$ cat config.mk
export PLATFORM = sky130hd
export DESIGN_NAME = mem_arbiter
export DESIGN_NICKNAME = d
export VERILOG_FILES = /design/src/rtl/mem_arbiter_pkg.sv /design/src/rtl/mem_strobe_gen.sv /design/src/rtl/mem_arbiter.sv
export SDC_FILE = /design/constraint.sdc
export NUM_CORES = 1
export LEC_CHECK = 0
export CAP_MARGIN = 20
export CORE_ASPECT_RATIO = 0.7
export CORE_MARGIN = 2
export CORE_UTILIZATION = 34
export CTS_BUF_LIST = sky130_fd_sc_hd__clkbuf_16
export DETAILED_ROUTE_END_ITERATION = 6
export GPL_ROUTABILITY_DRIVEN = 0
export PLACE_DENSITY = 0.77
export SLEW_MARGIN = 10
export SYNTH_ARGS = -nofsm -noshare
export SYNTH_HDL_FRONTEND = slang
export SYNTH_HIERARCHICAL = 1
export SYNTH_SLANG_ARGS = --single-unit
$ cat constraint.sdc
create_clock -name clk -period 1.7 [get_ports clk]
set_input_delay 0.34 -clock clk [delete_from_list [all_inputs] [get_ports clk]]
set_output_delay 0.34 -clock clk [all_outputs]
set_load 0.01 [all_outputs]
$ cat src/rtl/mem_arbiter_pkg.sv
// Shared types for the instruction/data memory arbiter: FSM states, grant owner and access sizes.
package mem_arbiter_pkg;

  typedef enum logic [1:0] {
    IDLE   = 2'd0,
    BUSY_I = 2'd1,
    BUSY_D = 2'd2
  } state_t;

  typedef enum logic {
    OWN_IF = 1'b0,
    OWN_DM = 1'b1
  } owner_t;

  localparam logic [1:0] SZ_BYTE = 2'b00;
  localparam logic [1:0] SZ_HALF = 2'b01;
  localparam logic [1:0] SZ_WORD = 2'b10;

endpackage

$ cat src/rtl/mem_strobe_gen.sv
// Combinational byte-strobe, write-lane replication and misalignment detection for data accesses.
module mem_strobe_gen
  import mem_arbiter_pkg::*;
(
  input  logic [1:0]  addr_lo,
  input  logic [1:0]  size,
  input  logic [31:0] wdata,
  output logic [3:0]  wstrb,
  output logic [31:0] wdata_rep,
  output logic        misaligned
);

  always_comb begin
    wstrb      = 4'b0000;
    wdata_rep  = wdata;
    misaligned = 1'b0;
    case (size)
      SZ_BYTE: begin
        wstrb     = 4'b0001 << addr_lo;
        wdata_rep = {4{wdata[7:0]}};
      end
      SZ_HALF: begin
        wstrb      = 4'b0011 << addr_lo;
        wdata_rep  = {2{wdata[15:0]}};
        misaligned = addr_lo[0];
      end
      // SZ_WORD, and the unused encoding treated as a word
      default: begin
        wstrb      = 4'b1111;
        misaligned = (addr_lo != 2'b00);
      end
    endcase
  end

endmodule

$ cat src/rtl/mem_arbiter.sv
// Arbitrates instruction-fetch and data requests onto one single-port memory.
// Define MEM_ARBITER_RR_EN for round-robin on conflict; otherwise data has fixed priority.
module mem_arbiter
  import mem_arbiter_pkg::*;
#(
  parameter int unsigned ADDR_W = 32
) (
  input  logic              clk,
  input  logic              rst,
  input  logic              if_req,
  input  logic [ADDR_W-1:0] if_addr,
  input  logic              if_kill,
  output logic              if_ready,
  output logic [31:0]       if_rdata,
  input  logic              dm_req,
  input  logic              dm_we,
  input  logic [ADDR_W-1:0] dm_addr,
  input  logic [31:0]       dm_wdata,
  input  logic [1:0]        dm_size,
  output logic              dm_ready,
  output logic              dm_err,
  output logic [31:0]       dm_rdata,
  output logic              mem_req,
  output logic              mem_we,
  output logic [ADDR_W-1:0] mem_addr,
  output logic [31:0]       mem_wdata,
  output logic [3:0]        mem_wstrb,
  input  logic              mem_ack,
  input  logic [31:0]       mem_rdata
);

  localparam logic [ADDR_W-1:0] WORD_MASK = ~ADDR_W'(3);

  state_t      state, state_d;
  logic        kill_q, kill_d;
  logic        err_q, err_d;
  logic        grant_if, grant_dm;
  logic        if_pend, dm_pend;
  logic [3:0]  dm_strb;
  logic [31:0] dm_wrep;
  logic        dm_misal;

`ifdef MEM_ARBITER_RR_EN
  owner_t last_q;
`endif

  mem_strobe_gen u_strobe (
    .addr_lo    (dm_addr[1:0]),
    .size       (dm_size),
    .wdata      (dm_wdata),
    .wstrb      (dm_strb),
    .wdata_rep  (dm_wrep),
    .misaligned (dm_misal)
  );

  // A fetch is never granted under kill; a data request is blocked while its error pulse is out.
  assign if_pend = if_req && !if_kill;
  assign dm_pend = dm_req && !err_q;

  always_ff @(posedge clk) begin
    if (rst) state <= IDLE;
    else     state <= state_d;
  end

  always_comb begin
    state_d  = state;
    kill_d   = kill_q;
    err_d    = 1'b0;
    grant_if = 1'b0;
    grant_dm = 1'b0;
    case (state)
      IDLE: begin
`ifdef MEM_ARBITER_RR_EN
        if (if_pend && dm_pend) begin
          grant_dm = (last_q == OWN_IF);
          grant_if = (last_q == OWN_DM);
        end else begin
          grant_dm = dm_pend;
          grant_if = if_pend;
        end
`else
        grant_dm = dm_pend;
        grant_if = if_pend && !dm_pend;
`endif
        if (grant_dm) begin
          if (dm_misal) err_d   = 1'b1;
          else          state_d = BUSY_D;
        end else if (grant_if) begin
          state_d = BUSY_I;
          kill_d  = 1'b0;
        end
      end
      BUSY_I: begin
        kill_d = kill_q || if_kill;
        if (mem_ack) begin
          state_d = IDLE;
          kill_d  = 1'b0;
        end
      end
      BUSY_D: begin
        if (mem_ack) state_d = IDLE;
      end
      default: state_d = IDLE;
    endcase
  end

  // Memory-side request registers, loaded only at grant.
  always_ff @(posedge clk) begin
    if (rst) begin
      kill_q    <= 1'b0;
      err_q     <= 1'b0;
      mem_req   <= 1'b0;
      mem_we    <= 1'b0;
      mem_addr  <= '0;
      mem_wdata <= '0;
      mem_wstrb <= 4'b0000;
    end else begin
      kill_q <= kill_d;
      err_q  <= err_d;
      if (grant_dm && !dm_misal) begin
        mem_req   <= 1'b1;
        mem_we    <= dm_we;
        mem_addr  <= dm_addr & WORD_MASK;
        mem_wdata <= dm_wrep;
        mem_wstrb <= dm_we ? dm_strb : 4'b0000;
      end else if (grant_if) begin
        mem_req   <= 1'b1;
        mem_we    <= 1'b0;
        mem_addr  <= if_addr & WORD_MASK;
        mem_wdata <= '0;
        mem_wstrb <= 4'b0000;
      end else if (mem_ack && state != IDLE) begin
        mem_req <= 1'b0;
      end
    end
  end

`ifdef MEM_ARBITER_RR_EN
  always_ff @(posedge clk) begin
    if (rst)           last_q <= OWN_IF;
    else if (grant_dm) last_q <= OWN_DM;
    else if (grant_if) last_q <= OWN_IF;
  end
`endif

  // Ready pulses follow the ack directly; an ack seen under reset is ignored.
  assign if_ready = (state == BUSY_I) && mem_ack && !kill_q && !if_kill && !rst;
  assign dm_ready = (((state == BUSY_D) && mem_ack) || err_q) && !rst;
  assign dm_err   = err_q && !rst;
  assign if_rdata = mem_rdata;
  assign dm_rdata = mem_rdata;

endmodule

Yosys cells after proc, flatten, opt, wreduce, memory -nomap -nowiden
Cells that the tools add are included.
{"block": "op_classes", "eq_ne": 8, "shift": 2, "n_lt_le_gt_ge": 0, "multipliers": 0, "add_sub_neg": 0, "div_mod_pow": 0, "muxes": 27, "n_reduce_logical": 31, "bitwise": 2}
{"op": "$mux 32", "n": 4}
{"op": "$pmux 32 s2", "n": 1}
{"op": "$logic_and 1x1->1", "n": 12}
{"op": "$mux 4", "n": 3}
{"op": "$mux 1", "n": 11}
{"op": "$mux 2", "n": 4}
{"op": "$pmux 4 s2", "n": 1}
{"op": "$reduce_bool 2->1", "n": 4}
{"op": "$logic_not 1->1", "n": 6}
{"op": "$ne 3x3->1 const B", "n": 2}
{"op": "$reduce_and 3->1", "n": 2}
{"op": "$eq 2x1->1 const B", "n": 2}
{"op": "$logic_not 2->1", "n": 2}
{"op": "$ne 2x2->1 const B", "n": 2}
{"op": "$pmux 1 s2", "n": 2}
{"op": "$pmux 2 s2", "n": 1}
{"op": "$shl 1x2->4 const A", "n": 1}
{"op": "$shl 2x2->4 const A", "n": 1}
{"op": "$reduce_bool 3->1", "n": 1}
{"op": "$reduce_or 3->1", "n": 1}
{"op": "$eq 2x2->1 const B", "n": 1}
{"op": "$logic_or 1x1->1", "n": 2}
{"op": "$ne 2x1->1 const B", "n": 1}
{"op": "$not 1->1", "n": 2}
{"op": "$reduce_or 2->1", "n": 1}
{"block": "totals", "mem_count": 0, "in_bits": 137, "mem_bits_ro": 0, "latch_bits": 0, "ramBits": 0, "out_inout_bits": 137, "elab_cells": 78, "ff_bits": 72}

Longest topological paths before layout
Gate-level depths: netlist of run 1.
{"block": "logic_depth", "ltp_word": 7, "mapped_depth": 9, "mapped_depth_nobuf": 5}

Cells and area by module
The synthesis of run 1 kept the hierarchy.
{"module": "mem_arbiter", "seq_area_each_um2": 1441.4, "n_inst": 1, "area_each_um2": 3961.3, "cells_each": 464}
{"module": "mem_strobe_gen", "seq_area_each_um2": 0.0, "n_inst": 1, "area_each_um2": 513.0, "cells_each": 64}

Least setup slack after synthesis of run 1
No wires, ideal clock.
{"block": "synth_timing", "path_type": "input -> register", "start": "input port dm_size[1]", "end": "register mem_wdata[28]", "setup_time_ns": 0.070, "path_stages": 9, "t_arrival_ns": 1.631, "setup_slack_ns": -0.002, "required_time_ns": 1.630, "path_buffers": 4, "cell_sequence": "buf_6 -> buf_2 -> o21ai_0 -> nand2_1 -> and4bb_2 -> buf_6 -> buf_4 -> nand2_1 -> a21oi_1"}
{"block": "synth_between", "elab_chain_len": 5, "elab_cells_between_ends": 8, "cone_classes": "1 x eq/ne; 3 x mux; 4 x reduce/logical"}
{"item": "from (decl)", "line": "mem_arbiter.sv:19", "text": "input logic [1:0] dm_size,"}
{"item": "$eq 2x1->1 / $logic_not 2->1 (equally long branches)", "line": "mem_strobe_gen.sv:17", "text": "case (size)"}
{"item": "$pmux 1 s2 (*)", "line": "mem_strobe_gen.sv:17"}
{"item": "net dm_misal", "line": "mem_arbiter.sv:41", "text": "logic dm_misal;"}
{"item": "$logic_not 1->1 (*)", "line": "mem_arbiter.sv:120", "text": "if (grant_dm && !dm_misal) begin"}
{"item": "$logic_and 1x1->1 (*)", "line": "mem_arbiter.sv:120"}
{"item": "$mux 32 / $reduce_bool 2->1 (equally long branches)"}
{"item": "to (signal assigned)", "line": "mem_arbiter.sv:124", "text": "mem_wdata <= dm_wrep;"}
{"item": "to (decl)", "line": "mem_arbiter.sv:26", "text": "output logic [31:0] mem_wdata,"}
The timed path passes the listed nets; every way through them passes the cells marked *.
A chain may end at the register's enable or synchronous reset.

Worst setup path after layout of run 1
{"block": "layout_timing", "start": "register state[0]", "end": "output port dm_ready"}
{"block": "layout_between", "elab_chain_len": 4}
{"item": "from (decl)", "line": "mem_arbiter.sv:34", "text": "state_t state, state_d;"}
{"item": "from (signal assigned)", "line": "mem_arbiter.sv:62", "text": "else state <= state_d;"}
{"item": "$eq 2x2->1", "line": "mem_arbiter.sv:148", "text": "assign dm_ready = (((state == BUSY_D) && mem_ack) || err_q) && !rst;"}
{"item": "$logic_and 1x1->1", "line": "mem_arbiter.sv:148"}
{"item": "$logic_or 1x1->1", "line": "mem_arbiter.sv:148"}
{"item": "$logic_and 1x1->1", "line": "mem_arbiter.sv:148"}
{"item": "to (decl)", "line": "mem_arbiter.sv:20", "text": "output logic dm_ready,"}
Every way passes these cells.

==> results of run 1 <==
## through the flow
step	util	hold WS (ns)	setup WS, ns
2_1_floorplan	-	0.480	0.00190
3_3_place_gp	0.461	0.475	-0.393
3_5_place_dp	0.461	0.490	-0.494
4_1_cts	0.499	0.439	-0.0530
5_1_grt	0.507	0.445	-0.0460
6_report	0.507	0.444	0.0511
## cell type report
cell class,count,area share
Timing Repair Buffer,229,0.359
Multi-Input combinational cell,318,0.340
Sequential cell,72,0.219
Clock buffer,9,0.0342
Tap cell,166,0.0315
Clock inverter,7,0.0131
Inverter,5,0.00285
## worst reg2reg max path: stages (launching register included)
cell and delay, ns:
dfxtp_2 0.33, inv_2 0.06, buf_6 0.11, ha_4 0.14
buf_6 0.10, nand4bb_4 0.19, buf_4 0.20, buf_6 0.15
o311ai_1 0.12, a21oi_1 0.11
## where the power goes
group	leakage (uW)	switching (uW)	total, uW	internal, uW
sequential	0.000591	92.3	1930	1840
combinational	0.00160	867	1820	956
clock	0.000154	718	1990	1270
total	0.00234	1680	5750	4070
## metal layers
metal	track usage	routed length [um]
met3	0.0725	1370
met1	0.285	6900
met5	0	0
met4	0.0508	163
met2	0.333	7100
## flip-flops by register name, indices dropped and copies added, names as in the netlist
register   flops
err_q          1
kill_q         1
mem_addr      30
mem_req        1
mem_wdata     32
mem_we         1
mem_wstrb      4
state          2
## repair_timing
item / CTS / global route
buffers inserted: 7 / 3
endpoints found under the setup margin: 67 / 72
pin swaps: 9 / 10
resized for setup: 30 / 54
cloned: 2 / 0
## layout by cell type (no fill, tap or decap), types with 8 or more instances in the layout
master,n
clkdlybuf4s50_1,165
dfxtp_1,70
nor4_1,53
nand2_1,45
a21oi_1,38
nor2_1,32
buf_4,32
a311oi_1,30
o311ai_1,29
buf_12,12
o21ai_1,9
clkbuf_16,9
buf_6,9
nor4_2,8
mux2i_1,8
mux2_4,8
## worst max-delay path by stage
stage	from	to	slack, ns	depth (start not counted)
after global routing	state[1]$_SDFFE_PP0P_	if_ready	-0.05	5
final	state[0]$_SDFFE_PP0P_	dm_ready	0.05	5
after detailed placement	dm_addr[0]	mem_addr[24]$_SDFFE_PP0P_	-0.49	7
after floorplan	dm_size[1]	mem_wdata[28]$_SDFFE_PP0P_	0.002	9
after global placement	dm_addr[0]	mem_addr[29]$_SDFFE_PP0P_	-0.39	7
after CTS	state[1]$_SDFFE_PP0P_	mem_wstrb[1]$_SDFFE_PP0P_	-0.05	9
## cell families (layout without fill, tap and decap cells)
family,Yosys count,in the layout,share of synthesized area
flops,72,72,0.322
simple gates,157,157,0.180
fa+ha+maj,5,5,0.0140
other cells,1,2,0.000838
compound gates,129,129,0.210
buf+inv,139,250,0.205
mux,25,25,0.0674
==> out/metrics.cfg, run 1 <==
[placement]
place.detailed.instances = 779
placed_area_um2 = 6000
io_buffer_count = 173
hpwl_um = 10700

[floorplanning]
fp.dieArea_um2 = 14100
fp.dieH_um = 100
die_w_um = 141
initial_utilization = 0.344
ios = 274
coreArea_um2 = 13000
floorplan.rows = 35

[logic_synthesis]
register_bit_total_from_synthesis = 72
yosys_most_used_dff = dfxtp_1
proportion_of_synthesized_chip_area_in_sequential_cells = 0.322
async_flop_share = 0
syn_area_per_cell_um2 = 8.47
yosys_warnings = 6
post_synth_inst_count = 528
post-synth-top-area-cell = dfxtp_1
synth-edff-count = 0
mappedNetlistArea_um2 = 4470
synthDominantCellAreaShare = 0.322
synth_most_common_cell = buf_4
netlist_top_cells_count = buf_4, dfxtp_1, nor4_1, nand2_1, a21oi_1
synthDistinctLibCells = 38
yosys-top-cells-area = dfxtp_1, buf_4, nor4_1

[clock_tree]
cts_made_buffers = 9
insertion_delay_ns = 0.32
clkSinkCount = 72
max-clock-path-buffers = 2
clk_pin_slew_worst_paths_ns = 0.06
tritoncts = done
cts.hold.buffers_added = 0
cts.htree.levels = 3
cts.root.buffer_cell = clkbuf_16

[hold_path]
timing.hold.worst.class = primary input to flip-flop
timing.hold.worst_endpoint = mem_addr[20]$_SDFFE_PP0P_
hold_path_startpoint = rst
timing.hold.worst_path_depth = 3

[grt]
global_route.overflow_total = 0
global_route.usage.total = 0.213
grt_start_max_net_pins = 38
vias_in_the_first_global_route = 4615
wire_length_of_the_first_global_routing_pass_um = 24200
grt_antenna_before_repair = 0

[drt]
totalWireLength_um = 15500
routed_via_density = 5.70
wire_per_inst_um = 19.3
drt_first_iter_violations = 343
drt.antenna.violating_nets = 0
via_count = 4597
drc = 0
dr.pass1.iters = 4

[worst_setup_path]
critical_path.n_buffers_inverters = 2
worst_ep_arrival_time_ns = 1.31
worstReg2RegStart = state[1]$_SDFFE_PP0P_
crit_fanout = 3
worstReg2RegEnd = mem_wdata[10]$_SDFFE_PP0P_
kind_of_end_point_of_the_critical_path = primary output
cp_cell_sequence = inv_2 -> ha_1 -> a21oi_1 -> nor2_1 -> buf_2
critPathMaxStageDelay_ns = 0.35
reg2regPathDepth = 9
r2r_setup_slack_ns = 0.07
cell_family_contributing_the_most_delay_on_the_critical_path = flip-flops
critical_path_class = flip-flop to primary output
worst_ep_required_time_ns = 1.36
crit_path_top_delay_cell = dfxtp_2
timing.critical_path.from_type = flip-flop

[pwr]
total_power_uw = 5750
static-leakage-power_uw = 0.00234
worst_ir_drop_vdd_v = 0.000478
power.density_cell_area_nw_per_um2 = 872

[cells_and_area]
final-seq-area_um2 = 1440
multi_input_area_um2 = 2240
design_area_um2 = 6590
final_layout_size_suffix_gt1_frac = 0.181
area_delta_synth_final_pct = 47.3
final.fill_count = 1159
instances_no_fill = 806
finalNetCount = 777
antenna-diode-count = 0

[timing]
finalSetupViolations = 0
fmax_mhz = 606
final.setup.tns_ns = 0
slew_viol_final = 0
grt_setup_unrepaired = yes
finalClockSkew_ns = 0.00484
finalCriticalPeriod_ns = 1.65
final_hold_vios = 0
post-route-period-util = 0.970

[run_status]
status = complete, no violations

[job]
cap_viol_max_count = 0

Note: power is estimated with default switching activity, not from simulation.
==> run 2: changes to the inputs <==
- SLEW_MARGIN: 10 -> 20
==> results of run 2 <==
The final DEF is identical to that of run 1; final timing and power are the same.
